$ cat src/rtl/and32.sv
// 32-bit bitwise AND with combinational and registered results.
// Ports: clk, rst_n (sync, active-low), a, b, in_valid -> out (comb),
//   out_q, out_valid, zero, ones, popcnt, parity (registered).
module and32 (
  input  logic        clk,
  input  logic        rst_n,
  input  logic [31:0] a,
  input  logic [31:0] b,
  input  logic        in_valid,
  output logic [31:0] out,
  output logic [31:0] out_q,
  output logic        out_valid,
  output logic        zero,
  output logic        ones,
  output logic [5:0]  popcnt,
  output logic        parity
);

  logic [31:0] res;
  logic [5:0]  cnt;

  assign res = a & b;
  assign out = res;

  // 6-bit count so an all-ones result reads 32 without wrapping
  always_comb begin
    cnt = '0;
    for (int i = 0; i < 32; i++) begin
      cnt = cnt + {5'd0, res[i]};
    end
  end

  always_ff @(posedge clk) begin
    if (!rst_n) begin
      out_q     <= '0;
      out_valid <= 1'b0;
      zero      <= 1'b1;
      ones      <= 1'b0;
      popcnt    <= '0;
      parity    <= 1'b0;
    end else begin
      out_valid <= in_valid;
      if (in_valid) begin
        out_q  <= res;
        zero   <= (res == '0);
        ones   <= (res == '1);
        popcnt <= cnt;
        parity <= ^res;
      end
    end
  end

endmodule

$ cat config.mk
export PLATFORM = sky130hd
export DESIGN_NAME = and32
export DESIGN_NICKNAME = d
export VERILOG_FILES = /design/src/rtl/and32.sv
export SDC_FILE = /design/constraint.sdc
export NUM_CORES = 1
export LEC_CHECK = 0
export ABC_AREA = 1
export BUFFER_PORTS_ARGS = -buffer_cell sky130_fd_sc_hd__buf_2
export CAP_MARGIN = 40
export CORE_MARGIN = 5
export CORE_UTILIZATION = 46
export CTS_CLUSTER_SIZE = 28
export DETAILED_ROUTE_END_ITERATION = 6
export GPL_TIMING_DRIVEN = 0
export PLACE_DENSITY = 0.79
export SLEW_MARGIN = 10
export SYNTH_ARGS = -nofsm -noshare
export SYNTH_HDL_FRONTEND = slang
export SYNTH_SLANG_ARGS = --single-unit
$ cat constraint.sdc
create_clock -name clk -period 9.1 [get_ports clk]
set_clock_uncertainty 0.1 [all_clocks]
set_input_delay 0.455 -clock clk [delete_from_list [all_inputs] [get_ports clk]]
set_output_delay 0.455 -clock clk [all_outputs]
set_load 0.03 [all_outputs]
==> metrics.md <==
| Metric | Value |
|---|---|
| Status | `finished clean` |
| Min cycle time layout | `4.84 ns` |
| N_diodes | `0` |
| Antenna violations before repair | `0` |
| Vias | `between 3000 and 4000` |
| First-pass GRT wire length | `around 15000 µm` |
| Cell taking the most area after synthesis | `dfxtp_1` |
| Leak | `between 2 and 3 nW` |
| Critical path type | `in -> reg` |
| Wire per inst | `between 10 and 15 µm` |
| Max-cap violation count | `0` |
| CTS Buf Count | `5` |
| Synth top area share | `25.9%` |
| CTS max path bufs | `2` |
| H-tree depth | `2` |
| Root Buffer | `clkbuf_8` |
| Post-layout util | `between 60% and 70%` |
| Switching Fraction | `between 40% and 50%` |
| CP dominant cell by count | `fa_1` |
| Peak supply drop | `about 0.00009 V` |
| Worst-Margin Slew | `approximately 0.48 ns` |
| Hold Vio Cnt, Final | `0` |
| Mapped cell area | `~3200 µm²` |
| FMAX | `206 MHz` |
| Die Area | `8840 µm²` |
| Io pins | `~140` |
| Post-Synth XOR/XNOR Area | `1.08%` |
| Tightest Hold Check Type | `in -> reg` |
| DRC violation count after routing | `0` |
| Critical-path top delay cell | `fa_1` |
| Net Sw Power | `between 0.0003 and 0.0004 W` |
| Pwr/cell area | `approximately 200 nW/µm²` |
| # rows | `30` |
| Area grow syn2layout | `28.5%` |
| Largest family of logic cells by synthesized area | `adder cells` |
| Gate power share | `57.0%` |
| Die Width | `94.0 µm` |
| CTS resizes | `0` |
| Setup Fix Bufs, Post-CTS | `0` |
| Register area share after synthesis | `around 26%` |
| CTS tree | `done` |
| Number of global-route vias before repair | `between 3000 and 4000` |
| Simple-Gate Fraction of Synth Area | `a little under a fifth` |
| Setup TNS | `0 ns` |
| Most common cell after layout, fill and taps aside | `buf_2` |
| Synth top area cells | `dfxtp_1 26%, ha_1 15%, fa_1 15%` |
| Post-synthesis average cell area | `roughly 7.4 µm²` |
| Adder-cell share of the synthesized area | `between 20% and 30%` |
| Total congestion overflow | `0` |
| CP Capture Type | `register` |
| Unrepaired setup endpoints after global routing | `false` |
| Most frequent cells in the layout | `143 x buf_2, 115 x nand2_1, 85 x inv_1` |
| Placed insts | `673` |
| Initial Util | `between 40% and 50%` |
| Hold Buf Count CTS | `0` |
| WHS | `0.346 ns` |
| Cell area after layout | `around 4200 µm²` |
| Pre-Repair DR Iteration Count | `4` |
| GRT Overall Usage | `around 21%` |
| Cell Area, Placed | `roughly 4100 µm²` |
| Internal power | `between 0.0004 and 0.0005 W` |
| Initial drt markers | `between 100 and 150` |
| Seq cells post-synth | `between 40 and 50` |
| Mux share of post-synthesis cell area | `0%` |
| Largest net degree at the start of global routing | `14` |
| Mapped Nets | `568` |
| Clock sinks | `between 40 and 50` |
| Post-Layout Cell Count | `between 600 and 700` |
| CTS clk-pin slew, worst paths | `about 0.08 ns` |
| Clk pwr share | `between 10% and 20%` |
| Worst Path Arrival | `just under 5 ns` |
| Nature of the critical path startpoint | `input pin` |
| RD Place Congestion | `0.901` |
| Crit path required time | `between 9 and 10 ns` |
| Tcrit/Tclk final | `between 50% and 60%` |
| Worst skew pair latency | `approximately 0.3 ns` |
| Die Y-Extent | `94.0 µm` |
| Final HPWL DP | `roughly 8000 µm` |
| Post-DRT Antenna Nets | `0` |
| Final Slew Violations | `0` |
| # setup viols final | `0` |
| Compound-cell area share of the yosys netlist | `between 10% and 20%` |
| Core area | `approximately 6800 µm²` |
| Vias per inst | `a little under 5` |
| Post-layout nets | `between 700 and 800` |
| CP Max Fanout | `3` |
| Post-synthesis cell count | `about 440` |
| Cell variety after synth | `23` |
| PortBufs | `139` |
| Ys Warns | `0` |
| Seq pwr share | `about a quarter` |
| Final wirelength | `approximately 9600 µm` |
| CP Cell Sequence | `buf_2, nand2_1, inv_1, fa_1, fa_1, fa_1, fa_1, fa_1, fa_1, ha_1, inv_1, fa_1, o21ai_1, a21oi_1, xor2_1, a21oi_1` |
| Slowest stage delay, CP | `0.58 ns` |
| Share of cells above drive strength 1 | `a little over a quarter` |
| Relative slew slack | `68.0%` |
[power groups by stage]
| stage | logic (W) | clock network (W) | registers, W |
|---|---|---|---|
| floorplan | 0.000324 | 0 | 0.000253 |
| global placement | 0.000458 | 0 | 0.000215 |
| detailed placement | 0.000481 | 0 | 0.000216 |
| CTS | 0.000484 | 0.000153 | 0.000212 |
| global route | 0.000555 | 0.000158 | 0.000214 |
| finish | 0.000478 | 0.000150 | 0.000212 |
[layout make-up]
| type | instances | area, µm² |
|---|---|---|
| Tap cell | 96 | 120 |
| Clock inverter | 3 | 40.0 |
| Multi-Input combinational cell | 298 | 2020 |
| Inverter | 85 | 319 |
| Fill cell | 674 | 2660 |
| Buffer | 13 | 68.8 |
| Clock buffer | 5 | 68.8 |
| Timing Repair Buffer | 139 | 696 |
| Sequential cell | 42 | 841 |
[cells in the mapped netlist]
master / count
buf_2: 4
a21oi_1: 36
or2_1: 1
o21bai_1: 1
nor2_1: 18
nand3_1: 6
clkbuf_8: 1
nand2_2: 3
xnor2_1: 3
buf_4: 1
fa_1: 24
clkbuf_1: 6
nor4_1: 2
ha_1: 39
o21ai_1: 5
nand2_1: 115
clkbuf_2: 1
xor2_1: 1
o21ai_0: 34
inv_1: 85
nand4_1: 8
dfxtp_1: 42
o211ai_1: 2
[per-layer routing]
layer  GRT usage, %  part of all wire (%)  wire (µm)  vias up
met3           4.49                   6.9        667       19
met1           26.0                    41       3960     1503
met2           38.0                    50       4810      110
met5              0                     0          0        -
li1               -                     -          -     1643
met4           6.62                   2.2        214        0
[stage by stage]
stage	setup WS [ns]	total power, W
after global routing	4.01	0.000926
after detailed placement	3.91	0.000697
final	4.26	0.000839
after floorplan	4.12	0.000576
after global placement	3.96	0.000673
after CTS	4.21	0.000848
[kinds of logic (layout without fill, tap and decap cells)]
family | after synthesis | after routing
and+or+nand+nor | 153 | 153
adders and majority gates | 63 | 63
DFF | 42 | 42
buffers and inverters | 98 | 245
AOI/OAI and AO/OA | 78 | 78
xor gates and xnor gates | 4 | 4
[registers in the layout (all words and copies together), names as in the netlist]
name,count
out_q,32
parity,1
popcnt,6
zero,1
ones,1
out_valid,1
[worst paths after layout]
kind / slack (ns) / from / cells after the start / end
setup / recovery: 4.26 / a[0] / 16 / popcnt[4]
setup reg to reg: 8.26 / out_q[27] / 2 / out_q[27]
hold / removal: 0.35 / b[22] / 3 / out_q[22]
hold reg to reg: 0.38 / popcnt[5] / 2 / popcnt[5]
[critical path, delay by kind of cell]
kind,cells,cell delay (ns)
xor+xnor,1,0.15
simple gates,1,0.12
buf+inv,3,0.26
fa+ha+maj,8,3.63
compound gates,3,0.36
(Power assumes the default switching activity.)
